File: src/rtl/note_sequencer.sv
// Single-voice pattern player: fetches {end, pitch, duration} entries from a
// synchronous ROM, loads the external duration counter and drives pitch/gate.
//
// state  | meaning
// IDLE   | waiting for start; outputs quiet
// FETCH  | ROM read issued at current address
// DECODE | ROM data valid; load note or handle end marker
// PLAY   | note sounding until the duration counter reports done
module note_sequencer #(
  parameter int ADDR_WIDTH  = 8,
  parameter int PITCH_WIDTH = 6
) (
  input  logic                   i_clk,
  input  logic                   i_rst,
  input  logic                   i_start,
  input  logic [ADDR_WIDTH-1:0]  i_start_addr,
  input  logic                   i_stop,
  input  logic                   i_loop,
  output logic [ADDR_WIDTH-1:0]  o_rom_addr,
  output logic                   o_rom_rd,
  input  logic [PITCH_WIDTH+5:0] i_rom_data,
  output logic                   o_dur_load,
  output logic [4:0]             o_duration,
  input  logic                   i_dur_done,
  output logic                   o_dur_clear,
  output logic [PITCH_WIDTH-1:0] o_pitch,
  output logic                   o_gate,
  output logic                   o_note_strobe,
  output logic                   o_busy,
  output logic                   o_finished
);

  typedef enum logic [1:0] {S_IDLE, S_FETCH, S_DECODE, S_PLAY} state_t;

  state_t                 state_q;
  logic [ADDR_WIDTH-1:0]  addr_q;
  logic [ADDR_WIDTH-1:0]  start_addr_q;
  logic [PITCH_WIDTH-1:0] pitch_q;
  logic                   gate_q;
  logic                   note_strobe_q;
  logic                   finished_q;
  logic                   dur_clear_q;

  logic                   end_mark;
  logic [PITCH_WIDTH-1:0] rom_pitch;

  assign end_mark  = i_rom_data[PITCH_WIDTH+5];
  assign rom_pitch = i_rom_data[PITCH_WIDTH+4:5];

  always_ff @(posedge i_clk) begin
    if (i_rst) begin
      state_q       <= S_IDLE;
      addr_q        <= '0;
      start_addr_q  <= '0;
      pitch_q       <= '0;
      gate_q        <= 1'b0;
      note_strobe_q <= 1'b0;
      finished_q    <= 1'b0;
      dur_clear_q   <= 1'b0;
    end else begin
      note_strobe_q <= 1'b0;
      finished_q    <= 1'b0;
      dur_clear_q   <= 1'b0;
      if (i_stop && state_q != S_IDLE) begin
        // Counter only holds a live duration once DECODE has issued a load.
        state_q     <= S_IDLE;
        pitch_q     <= '0;
        gate_q      <= 1'b0;
        dur_clear_q <= (state_q == S_PLAY) || (state_q == S_DECODE && !end_mark);
      end else begin
        case (state_q)
          S_IDLE: begin
            if (i_start && !i_stop) begin
              addr_q       <= i_start_addr;
              start_addr_q <= i_start_addr;
              state_q      <= S_FETCH;
            end
          end
          S_FETCH: state_q <= S_DECODE;
          S_DECODE: begin
            if (end_mark) begin
              // An end marker at the start address means an empty pattern.
              if (i_loop && addr_q != start_addr_q) begin
                addr_q  <= start_addr_q;
                state_q <= S_FETCH;
              end else begin
                state_q    <= S_IDLE;
                pitch_q    <= '0;
                gate_q     <= 1'b0;
                finished_q <= 1'b1;
              end
            end else begin
              pitch_q       <= rom_pitch;
              gate_q        <= (rom_pitch != '0);
              note_strobe_q <= 1'b1;
              addr_q        <= addr_q + ADDR_WIDTH'(1);
              state_q       <= S_PLAY;
            end
          end
          S_PLAY: begin
            if (i_dur_done) state_q <= S_FETCH;
          end
          default: state_q <= S_IDLE;
        endcase
      end
    end
  end

  assign o_rom_addr    = addr_q;
  assign o_rom_rd      = (state_q == S_FETCH);
  assign o_dur_load    = (state_q == S_DECODE) && !end_mark;
  assign o_duration    = i_rom_data[4:0];
  assign o_dur_clear   = dur_clear_q;
  assign o_pitch       = pitch_q;
  assign o_gate        = gate_q;
  assign o_note_strobe = note_strobe_q;
  assign o_busy        = (state_q != S_IDLE);
  assign o_finished    = finished_q;

endmodule

File: config.mk
export PLATFORM = sky130hd
export DESIGN_NAME = note_sequencer
export DESIGN_NICKNAME = d
export VERILOG_FILES = /design/src/rtl/note_sequencer.sv
export SDC_FILE = /design/constraint.sdc
export NUM_CORES = 1
export LEC_CHECK = 0
export CAP_MARGIN = 30
export CORE_MARGIN = 5
export CORE_UTILIZATION = 42
export CTS_BUF_LIST = sky130_fd_sc_hd__clkbuf_8
export DETAILED_ROUTE_END_ITERATION = 16
export PLACE_DENSITY = 0.76
export SYNTH_ARGS = -nofsm -noshare
export SYNTH_HDL_FRONTEND = slang
export SYNTH_SLANG_ARGS = --single-unit
export TNS_END_PERCENT = 10
File: constraint.sdc
create_clock -name i_clk -period 1.59 [get_ports i_clk]
set_input_delay 0.318 -clock i_clk [delete_from_list [all_inputs] [get_ports i_clk]]
set_output_delay 0.318 -clock i_clk [all_outputs]
set_load 0.1 [all_outputs]
==> results by group, run 1 <==
Synthesis
  – Main area contributors after synthesis: dfxtp_1, mux2i_1, xnor2_1, nand3_1, o21ai_0
  – Avg Inst Size Synth: 8.73 µm²
  – Dominant cell type by area after synthesis: dfxtp_1
  – FFs w/ async S/R, synth: 0%
  – Synth Warn #: 0
  – Synth Instances: 187
  – Yosys reg bits: 28
  – Top cells by count, synth: dfxtp_1, nand3_1, nor2_1
  – Register area share after synthesis: 34.3%
  – Primary FF master, synth: dfxtp_1
  – Synthesized Nets: 218
  – Post-synth cell types: 41
  – Syn Std Cell Area: 1630 µm²
  – Most common cell in the netlist: dfxtp_1
  – Synth top area share: 34.3%
  – EDFF count, synth: 0

Routing
  – DR WL/cell: 15.8 µm
  – DRT Pass-1 Iters: 4
  – Via count: 1,576
  – DRT iter0 DRCs: 123
  – DR vias/cell: 5.27
  – ANT nets after route: 0
  – Post-route DRC: 0
  – DRT Wirelength: 4.74 mm

Final layout
  – Filler cell count: 269
  – Area Overhead vs Synth: 64.1%
  – FF+latch area: 599 µm²
  – Ant. Diodes: 0
  – Layout cells sized above 1: 38.2%
  – Multi-input gate area: 996 µm²
  – Final #Nets: 283

Critical path
  – CP Cell Sequence: inv_4 > ha_4 > buf_6 > nand2_4 > inv_4 > buf_12
  – Worst R2R Path Depth: 7
  – Crit path max fanout: 4
  – Worst Path Arrival: 1.28 ns
  – Crit. End Element: output port
  – Most Frequent Cell on Critical Path: inv_4
  – CP startpoint kind: register
  – Worst R2R End: o_rom_addr[6]$_SDFFE_PP0P_
  – Critical Path Max Stage Delay: 0.35 ns
  – Buf+Inv Stages, Crit Path: 4
  – Reg2reg setup slack: 0.01 ns
  – Worst R2R Start: o_rom_addr[0]$_SDFFE_PP0P_
  – Slowest cell on the critical path: dfxtp_2
  – Critical path type: reg -> out
  – Required time reported for the critical path endpoint: 1.27 ns
  – Cell family with most CP delay: buffers and inverters

Global routing
  – Tot GR Track Use: 18.6%
  – Vias in the first global route: 1,571
  – First-pass GRT wire length: 7.61 mm
  – Largest net degree at the start of global routing: 20
  – Total gr overflow: 0
  – Initial antenna violation count: 0

Floorplanning
  – Die area: 5230 µm²
  – Initial core utilization: 43.9%
  – Core box area: 3720 µm²
  – Die X: 72.4 µm
  – Row Count: 22
  – Die Y-Extent: 72.4 µm
  – # IOs: 52

Timing
  – Max Clk Rate: 626 MHz
  – Setup ws final: -0.00636 ns
  – Min Hold Slack: 0.522 ns
  – RSZ-0062 raised after global routing: yes
  – Clock skew: 0.00431 ns
  – Slew of the pin with the lowest slew margin: 0.280 ns
  – Final min period: 1.60 ns
  – Fin. Hold Viols: 0
  – Headroom to the max-slew limit: 81.3%
  – # setup viols final: 1
  – Post-route clock period utilization: 100%
  – Fin. max-slew vios: 0
  – Post-route setup TNS: -0.00636 ns

Power and ir drop
  – Switching Power: 0.000869 W
  – Seq pwr share: 34.8%
  – VDD IR max: 0.408 mV
  – Static Leak: 1.07 nW
  – Sw Share: 37.9%
  – Power Dens Cells: 857 nW/µm²
  – Clock share of power: 19.9%
  – Combinational Power Share: 45.3%
  – Total power: 0.00230 W
  – Int Pwr: 0.00143 W

Min path
  – Worst hold path stage count: 2
  – Worst hold path startpoint: o_pitch[4]$_SDFFE_PP0P_
  – WHS Endpoint: o_pitch[4]$_SDFFE_PP0P_
  – Hold crit path type: reg -> reg

Placed design
  – DP HPWL: 3.39 mm
  – Port bufs: 41
  – Final Wtd Congestion: 0.869

Clocking
  – Clk sink count: 28
  – Worst-path clk slew: 0.10 ns
  – Htree depth: 1
  – Clk root buf: clkbuf_8
  – Max clock buf depth: 2
  – Clock buffer count from CTS: 3
  – Worst skew pair latency: 0.29 ns
  – # hold bufs at CTS: 0
  – CTS tree: done

Flow run
  – # Max-Cap Violations: 0

Outcome
  – Failing checks: negative setup slack
  – Status: finished with violations
==> worst min-delay path, stage by stage, from the launching register on <==
cell and delay [ns]:
dfxtp_1 0.35, nand3_1 0.07, o21ai_0 0.07
==> worst max path at each step <==
stage	start	end	slack, ns	cells after the start
6_report	state_q[0]$_SDFFE_PP0P_	o_dur_load	-0.006	6
5_1_grt	state_q[0]$_SDFFE_PP0P_	o_dur_load	-0.06	6
4_1_cts	state_q[0]$_SDFFE_PP0P_	o_dur_load	-0.005	6
3_5_place_dp	i_start	o_rom_addr[1]$_SDFFE_PP0P_	-0.20	7
3_3_place_gp	i_start	o_rom_addr[7]$_SDFFE_PP0P_	-0.13	7
2_1_floorplan	state_q[1]$_SDFFE_PP0P_	start_addr_q[2]$_SDFFE_PP0P_	-0.25	7
==> cells in the final DEF (no fill, tap or decap), types with 3 or more instances in the layout <==
cell and count:
a21oi_1 5, a31oi_1 3, and3_1 4, buf_12 23, buf_4 28, buf_6 4, clkbuf_8 4, clkdlybuf4s50_1 20
dfxtp_1 15, dfxtp_2 4, dfxtp_4 9, inv_1 8, mux2i_1 11, nand2_1 4, nand2b_1 3, nand3_1 16
nand4_1 3, nor2_1 14, nor3_1 4, o21a_1 6, o21ai_0 11, xnor2_1 12
==> through the flow <==
step | utilization, % | area [µm²] | worst slack, ns | instances
floorplan | - | 1700 | -0.254 | 187
global placement | 67.6 | 2510 | -0.125 | 291
detailed placement | 67.6 | 2510 | -0.201 | 291
CTS | 70.7 | 2630 | -0.00482 | 297
global route | 72.1 | 2680 | -0.0564 | 299
finish | 72.1 | 2680 | -0.00636 | 299
==> final cells by class <==
cell class	count	share of cell area, %
Multi-Input combinational cell	132	37.2
Sequential cell	28	22.4
Timing Repair Buffer	75	34.2
Inverter	12	2.01
Clock buffer	4	2.05
Tap cell	48	2.24
==> flip-flops by register name (all words and copies together) (netlist names) <==
register and count:
o_finished 1, o_pitch 6, start_addr_q 8, o_dur_clear 1
state_q 2, o_rom_addr 8, o_gate 1, o_note_strobe 1
==> per-layer routing <==
metal | vias up | track usage (%) | wire, µm
met3 | 12 | 2.08 | 224
met2 | 49 | 30.1 | 2350
met1 | 732 | 24.3 | 2020
met5 | - | 0 | 0
li1 | 783 | - | -
met4 | 0 | 9.39 | 144
==> cells by family after synthesis <==
logic type	share of synthesized area, %
fa+ha+maj	3.83
simple gates	19.5
compound gates	17.8
buf+inv	9.73
xor+xnor	7.43
flops	34.3
mux	7.36
==> power groups by stage <==
stage          registers [W]  logic [W]  clock network (W)
5_1_grt             0.000807    0.00109           0.000503
2_1_floorplan        0.00101   0.000464                  0
6_report            0.000798    0.00104           0.000458
4_1_cts             0.000795    0.00102           0.000470
3_3_place_gp        0.000809   0.000987                  0
3_5_place_dp        0.000811   0.000998                  0
==> repair_timing <==
action,CTS,global route
pin swaps,2,6
resized for setup,14,14
endpoints found under the hold margin,0,0
setup endpoints to repair,9,17
buffers inserted,3,2
(Power assumes the default switching activity.)
==> run 2: changes to the inputs <==
HOLD_SLACK_MARGIN = 0.06   (was unset)
==> results of run 2 <==
Final layout, timing and power as in run 1 (identical DEF).
==> run 3: changes to the inputs <==
PLACE_DENSITY = 0.73   (was 0.76)
clock period = 2.05 ns   (was 1.59 ns; I/O delays follow)
==> results by group, run 3 (same netlist as run 1, synthesis figures left out) <==
Clocking
  – Max clock buf depth: 2 (unchanged)
  – Clk sink count: 28 (unchanged)
  – # hold bufs at CTS: 0 (unchanged)
  – Clk root buf: clkbuf_8
  – Setup Fix Bufs, Post-CTS: 0 (-3)
  – Worst-path clk slew: 0.10 ns (about the same)
  – Clock buffer count from CTS: 3 (unchanged)
  – Worst skew pair latency: 0.27 ns (-0.02 ns)
  – CTS tree: done
  – Htree depth: 1 (unchanged)
  – Post-CTS sizing: 0 (-14)

Timing
  – Post-route clock period utilization: 90.1%
  – Headroom to the max-slew limit: 76.0% (-5.3 points)
  – # setup viols final: 0 (-1)
  – Fin. max-slew vios: 0 (unchanged)
  – Max Clk Rate: 542 MHz
  – Final min period: 1.85 ns
  – Slew of the pin with the lowest slew margin: 0.360 ns (+0.0802 ns)
  – Fin. Hold Viols: 0 (unchanged)
  – RSZ-0062 raised after global routing: no
  – Clock skew: 0.00686 ns (+0.00255 ns)

Power and ir drop
  – Total power: 0.00166 W (-28%)
  – VDD IR max: 0.350 mV (-14%)
  – Static Leak: 0.869 nW (-18%)
  – Power Dens Cells: 783 nW/µm² (-8.6%)

Critical path
  – Crit. End Element: register
  – Critical path type: reg -> reg
  – Critical Path Max Stage Delay: 0.40 ns (+0.05 ns)
  – Crit path max fanout: 8 (+4)
  – CP startpoint kind: register
  – Worst Path Arrival: 2.05 ns (+0.77 ns)
  – Slowest cell on the critical path: dfxtp_1
  – Most Frequent Cell on Critical Path: mux2i_1
  – CP Cell Sequence: inv_1 > ha_1 > mux2i_1 > nor2_4 > o211ai_4 > and2_1 > mux2i_1
  – Required time reported for the critical path endpoint: 2.25 ns (+0.98 ns)
  – Buf+Inv Stages, Crit Path: 1 (-3)
  – Cell family with most CP delay: simple AND/OR/NAND/NOR gates

Global routing
  – Initial antenna violation count: 0 (unchanged)
  – Largest net degree at the start of global routing: 21 (+5.0%)
  – Total gr overflow: 0 (unchanged)
  – Vias in the first global route: 1,317 (-16%)
  – First-pass GRT wire length: 6.28 mm (-17%)
  – Tot GR Track Use: 14.8% (-3.8 points)

Final layout
  – Ant. Diodes: 0 (unchanged)
  – Final Core Density: 57.0% (-15 points)
  – Final #Nets: 257 (-9.2%)
  – FF+latch area: 571 µm² (-4.8%)
  – Most common cell after layout, fill and taps aside: buf_4
  – Filler cell count: 360 (+34%)
  – Layout cells sized above 1: 22.2% (-16 points)
  – Area Overhead vs Synth: 29.7%
  – Most frequent cells in the layout: buf_4, clkdlybuf4s50_1, dfxtp_1
  – Multi-input gate area: 916 µm² (-8.0%)

Routing
  – DRT iter0 DRCs: 69 (-44%)
  – DR vias/cell: 5.26 (-0.14%)
  – DRT Wirelength: 3.88 mm (-18%)
  – DR WL/cell: 14.2 µm (-10%)
  – ANT nets after route: 0 (unchanged)
  – Via count: 1,437 (-8.8%)
  – Post-route DRC: 0 (unchanged)
  – DRT Pass-1 Iters: 4 (unchanged)

Min path
  – Hold crit path type: reg -> reg

Floorplanning
  – Initial core utilization: 43.9% (unchanged)
  – Core box area: 3720 µm² (unchanged)
  – # IOs: 52 (unchanged)
  – Die Y-Extent: 72.4 µm (unchanged)
  – Die X: 72.4 µm (unchanged)
  – Die area: 5230 µm² (unchanged)
  – Row Count: 22 (unchanged)

Flow run
  – # Max-Cap Violations: 0 (unchanged)

Placed design
  – Final Wtd Congestion: 0.872 (+0.36%)
  – DP HPWL: 2.88 mm (-15%)
  – Port bufs: 41 (unchanged)

Outcome
  – Status: completed
run 3: cell count changes in the layout (fill, tap and decap cells not counted), sizes merged:
| cell | change |
|---|---|
| buf | -26 |
| bufinv | +1 |
| clkbuf | -1 |
| clkinvlp | -1 |
| inv | +1 |
run 3: final cells by class:
class,count,share of cell area [%]
Multi-Input combinational cell,132,43.2
Sequential cell,28,26.9
Timing Repair Buffer,49,21.5
Tap cell,48,2.84
Inverter,12,2.13
Clock buffer,3,1.95
Clock inverter,1,1.42
run 3: tightest hold or removal path, cell delays in order, from the launching register on:
cell     delay (ns)
dfxtp_1        0.32
nand3_1        0.05
o21ai_0        0.06
run 3: worst paths after layout:
check                          startpoint                          to  slack [ns]  cells after the start
setup / recovery  state_q[1]$_SDFFE_PP0P_  o_rom_addr[0]$_SDFFE_PP0P_        0.20                      7
setup reg to reg  state_q[1]$_SDFFE_PP0P_  o_rom_addr[0]$_SDFFE_PP0P_        0.20                      7
hold reg to reg   o_pitch[2]$_SDFFE_PP0P_     o_pitch[2]$_SDFFE_PP0P_        0.48                      2
hold / removal    o_pitch[2]$_SDFFE_PP0P_     o_pitch[2]$_SDFFE_PP0P_        0.48                      2
run 3: layer usage:
metal	share of wire (%)	wire, µm	global-route usage (%)
met1	45	1760	20.5
met2	49	1900	24.5
met3	4.9	191	1.52
met4	0.72	28	3.76
met5	0	0	0
run 3: metrics by stage:
step | instances | setup TNS, ns | cell area, µm² | hold slack (ns) | worst slack, ns
floorplan | 187 | -0.292 | 1640 | 0.479 | -0.0284
global placement | 269 | 0 | 2040 | 0.459 | 0.120
detailed placement | 269 | 0 | 2040 | 0.465 | 0.0870
CTS | 273 | 0 | 2120 | 0.480 | 0.0333
global route | 273 | 0 | 2120 | 0.504 | 0.0206
finish | 273 | 0 | 2120 | 0.481 | 0.204
run 3: power by group:
group          internal, W  switching [W]  total [W]
sequential        0.000584      0.0000426   0.000626
clock             0.000261       0.000170   0.000431
combinational     0.000210       0.000391   0.000600
